`src/rtl/jk_pkg.sv`:
```
// Shared types for the JK drive sequencer: FSM states and {J,K} excitation codes.
package jk_pkg;

  typedef enum logic [1:0] {
    IDLE  = 2'd0,
    DRIVE = 2'd1,
    CHECK = 2'd2
  } state_t;

  localparam logic [1:0] HOLD = 2'b00;
  localparam logic [1:0] SET  = 2'b10;
  localparam logic [1:0] RST  = 2'b01;
  localparam logic [1:0] TOG  = 2'b11;

endpackage

```
`src/rtl/jk_excite.sv`:
```
// Combinational JK excitation: the {J,K} needed to move a JK flop from cur to tgt.
module jk_excite
  import jk_pkg::*;
(
  input  logic cur,
  input  logic tgt,
  input  logic use_toggle,
  output logic j,
  output logic k
);

  logic [1:0] jk;

  always_comb begin
    jk = HOLD;
    if (cur != tgt) begin
      if (use_toggle) jk = TOG;
      else            jk = tgt ? SET : RST;
    end
  end

  assign {j, k} = jk;

endmodule

```
`src/rtl/jk_drive_seq.sv`:
```
// Drives a downstream JK flop to a requested Q value, then checks the fed-back Q.
//
//   state | meaning
//   IDLE  | ready for a target; mismatch pulse of the previous check shows here
//   DRIVE | J/K excitation applied for exactly one cycle
//   CHECK | J/K released; q_fb compared with tgt_r on the edge leaving this state
module jk_drive_seq
  import jk_pkg::*;
#(
  parameter int ERR_W      = 8,
  parameter bit USE_TOGGLE = 1'b0
) (
  input  logic             clk,
  input  logic             reset,
  input  logic             tgt_valid,
  input  logic             tgt_bit,
  output logic             tgt_ready,
  input  logic             q_fb,
  input  logic             clr_err,
  output logic             J,
  output logic             K,
  output logic             busy,
  output logic             mismatch,
  output logic [ERR_W-1:0] err_cnt
);

  localparam logic [ERR_W-1:0] ERR_MAX = '1;

  state_t state, state_next;
  logic   tgt_r, cur_r;
  logic   tgt_d, cur_d;
  logic   accept;
  logic   exc_j, exc_k;
  logic   check_fail;

  assign tgt_ready  = (state == IDLE);
  assign busy       = (state != IDLE);
  assign accept     = tgt_valid & tgt_ready;
  assign check_fail = (state == CHECK) && (q_fb != tgt_r);

  // Excitation is evaluated on the D side of tgt_r/cur_r so J/K can be
  // registered on the accept edge and appear in the DRIVE cycle.
  assign tgt_d = accept ? tgt_bit : tgt_r;
  assign cur_d = accept ? q_fb    : cur_r;

  jk_excite u_excite (
    .cur        (cur_d),
    .tgt        (tgt_d),
    .use_toggle (USE_TOGGLE),
    .j          (exc_j),
    .k          (exc_k)
  );

  always_comb begin
    state_next = state;
    case (state)
      IDLE:    if (accept) state_next = DRIVE;
      DRIVE:   state_next = CHECK;
      CHECK:   state_next = IDLE;
      default: state_next = IDLE;
    endcase
  end

  always_ff @(posedge clk or negedge reset) begin
    if (!reset) begin
      state    <= IDLE;
      tgt_r    <= 1'b0;
      cur_r    <= 1'b0;
      J        <= 1'b0;
      K        <= 1'b0;
      mismatch <= 1'b0;
      err_cnt  <= '0;
    end else begin
      state    <= state_next;
      tgt_r    <= tgt_d;
      cur_r    <= cur_d;
      J        <= accept & exc_j;
      K        <= accept & exc_k;
      mismatch <= check_fail;
      // Clear takes priority over a coincident mismatch; the pulse still fires.
      if (clr_err)
        err_cnt <= '0;
      else if (check_fail && err_cnt != ERR_MAX)
        err_cnt <= err_cnt + 1'b1;
    end
  end

endmodule

```
`config.mk`:
```
export PLATFORM = sky130hd
export DESIGN_NAME = jk_drive_seq
export DESIGN_NICKNAME = d
export VERILOG_FILES = /design/src/rtl/jk_pkg.sv /design/src/rtl/jk_excite.sv /design/src/rtl/jk_drive_seq.sv
export SDC_FILE = /design/constraint.sdc
export NUM_CORES = 1
export LEC_CHECK = 0
export ABC_AREA = 1
export CAP_MARGIN = 20
export CORE_MARGIN = 8
export CORE_UTILIZATION = 45
export CTS_CLUSTER_DIAMETER = 30
export DETAILED_ROUTE_END_ITERATION = 7
export PLACE_DENSITY = 0.82
export SLEW_MARGIN = 15
export SYNTH_ARGS = -nofsm -noshare
export SYNTH_HDL_FRONTEND = slang
export SYNTH_SLANG_ARGS = --single-unit
```
`constraint.sdc`:
```
create_clock -name clk -period 4 [get_ports clk]
set_input_delay 1 -clock clk [delete_from_list [all_inputs] [get_ports clk]]
set_output_delay 1 -clock clk [all_outputs]
set_load 0.02 [all_outputs]
```
==> results.txt <==
- Number of setup buffers added after CTS: 0
- The worst setup path is of the register to output port kind.
- DRC marker count from the first detailed-route iteration: 12
- Cells with a size suffix above 1 make up 11.0% of the layout.
- Number of maximum-capacitance constraint violations: 0
- Number of primary I/O pins: 19
- In this run the tightest slew margin relative to its limit is 55.0%.
- Post-detailed-route via-to-cell ratio: 4.93
- The number of max-slew violations in the final report is 0.
* Global Route Usage Sum: 9.99%
- The clock net in this run drives a total of 15 sinks.
* Number of register bits inferred by synthesis: 15
- The share of the Yosys chip area taken by registers is 48.9%.
- For the worst setup path, the data arrival time is 1.48 ns.
- The routed layout has 666 vias.
* Die Outline Area: 3290 um^2
- The largest single stage delay on the critical path is 0.63 ns.
* Chip height: 57.3 um
- In the final design database the tool counted 126 nets.
- In this run, distinct cell masters in the synthesized netlist total 20.
- Part of the cycle the worst path needs: 62.0%
- CTS built an H-tree with a depth of 1.
- The floorplan has 15 rows.
- Once the floorplan was initialized, standard cells occupied 46.0% of the core.
* Power density normalized to cell area: 326 nW/um^2
* Layout-stage area growth over the synthesis result: 29.6%
- Pin count of the biggest net entering global routing: 16
- Maximum frequency from static timing analysis: 403 MHz
* Area of the core region: 1670 um^2
- Clock slew seen by the registers of the worst setup and hold paths: 0.09 ns
* Setup crit start kind: register
* VDD IR-drop max: 0.264 mV
- The HPWL after detailed placement is 1.18 mm.
- TritonCTS created 3 clock buffers.
- TritonCTS built the clock tree.
* Post-cts repair resize count: 0
- During synthesis, Yosys emitted a total of 0 warnings.
- Synth top area share: 48.9%
- Setup total negative slack: 0 ns
- Of all cell types, the one taking the most synthesized area is dfrtp_1.
* Initial antenna violation count: 0
* Cells taking the most area after synthesis: dfrtp_1 49%, nand2_1 16%, inv_1 5.4%
- Including well taps, the total number of placed cells is 131.
- Setup repair after global routing left no endpoint under its margin.
- Final hold analysis gives a worst-case slack of 0.485 ns.
* Total congestion overflow after global routing: 0
- Final routed wirelength across all metal layers: 1.49 mm
- STA puts the critical path data required time at 3.00 ns.
- Once detail routing completed, the nets flagged for antenna violations numbered 0.
* Hold Crit Class: register to register
- The slowest stage of the critical path is the clkdlybuf4s50_1 cell.
- At the pin with the least slew margin, the transition time is 0.673 ns.
* Hold bufs inserted after CTS: 0
* Final Core Density: 59.6%
- Deepest clock path buffer count: 2
- Number of setup violations in the final report: 0
- In this run the worst path has a maximum fanout of 3.
- Skew-Pair Late Insertion Delay: 0.28 ns
- Before antenna repair, the detailed router went through 4 iterations.
- Dividing the detail-routed wire length by the instance count gives 11.0 um.
* Antenna diode count: 0
- The floorplan step set the die width to 57.3 um.
- Final critical delay including setup and external delays: 2.48 ns
- Layout filler cell count: 153
- The worst setup path is captured at an output port.
- The number of hold violations in the final report was 0.
* Result of the run: finished, final reports clean
* Number of global-route vias before repair: 628
* Number of port buffers: 18
* Leakage power of the design: 0.499 nW
* Number of cells in the finished layout apart from fillers: 135
- Syn Std Cell Area: 768 um^2
* Synthesized area per cell: 8.00 um^2
* Post-route DRC: 0
- The first global-routing pass estimated 2.65 mm of wire.
* Cell count after synthesis: 96
- The tree is rooted in a clkbuf_4.
- Post-synthesis net count: 103
- Routability-driven placement congestion ratio: 0.879
* Final worst clock skew: 0.00165 ns
- Walking the worst path, the cells encountered are nor2_2 > clkdlybuf4s50_1.
==> worst max-delay path, delay by kind of cell, from the launching register on <==
kind | cells | cell delay (ns)
flops | 1 | 0.41
buf+inv | 1 | 0.63
simple gates | 1 | 0.16
==> final cells by class <==
cell class | count | area [um^2] | share of cell area, %
Sequential cell | 15 | 375 | 37.7
Timing Repair Buffer | 18 | 180 | 18.1
Inverter | 14 | 52.6 | 5.28
Tap cell | 17 | 21.3 | 2.14
Multi-Input combinational cell | 67 | 340 | 34.2
Clock buffer | 4 | 26.3 | 2.64
==> synthesized netlist by cell type (all sizes together) <==
cell type	count
a31oi	1
ha	1
nor2	12
nor3	2
nand4	1
dfrtp	15
xor2	1
inv	14
nand3	9
o21bai	2
a21oi	1
o21ai	3
nand2	34
==> state kept, by name (all words and copies together) (netlist names) <==
| signal | flops |
|---|---|
| K | 1 |
| err_cnt | 8 |
| cur_r | 1 |
| tgt_r | 1 |
| J | 1 |
| state | 2 |
| mismatch | 1 |
==> per-stage QoR <==
stage / instance area (um^2) / worst slack, ns / total power (W)
after floorplan: 768 / 2.18 / 0.000211
after global placement: 970 / 1.73 / 0.000242
after detailed placement: 970 / 1.69 / 0.000244
after CTS: 996 / 1.50 / 0.000330
after global routing: 996 / 1.43 / 0.000342
final: 996 / 1.52 / 0.000325
==> where the power goes <==
group | leakage (nW) | total [W] | internal (W) | switching (W)
clock | 0.0150 | 0.0000852 | 0.0000387 | 0.0000465
sequential | 0.201 | 0.000170 | 0.000163 | 0.00000659
combinational | 0.282 | 0.0000701 | 0.0000287 | 0.0000413
==> path summary, 6_finish.rpt <==
check / from / to / slack [ns] / depth (start not counted)
max: state[1] / tgt_ready / 1.52 / 2
min: state[1] / state[1] / 0.48 / 1
max reg2reg: err_cnt[0] / err_cnt[0] / 2.57 / 9
min reg2reg: state[1] / state[1] / 0.48 / 1
max in group asynchronous: reset / err_cnt[5] / 2.45 / 1
min in group asynchronous: reset / err_cnt[2] / 1.12 / 1
==> logic make-up after synthesis <==
family / after synthesis / synth area share [%]
and+or+nand+nor: 58 / 36.2
DFF: 15 / 48.9
AOI/OAI and AO/OA: 7 / 5.37
adders and majority gates: 1 / 1.63
buffers and inverters: 14 / 6.84
xor gates and xnor gates: 1 / 1.14
==> per-layer routing <==
metal | track usage, % | wire, um
met1 | 12.3 | 689
met3 | 2.91 | 76
met4 | 4.29 | 21
met5 | 0 | 0
met2 | 15.8 | 698
==> layout by cell type (no fill, tap or decap), types with 3 or more instances in the layout <==
master	instances
clkdlybuf4s50_1	18
inv_2	3
nand3_1	8
nor2_1	8
clkbuf_4	3
nand2_1	32
dfrtp_1	15
inv_1	11
No activity file was read; power rests on OpenSTA's default activity.
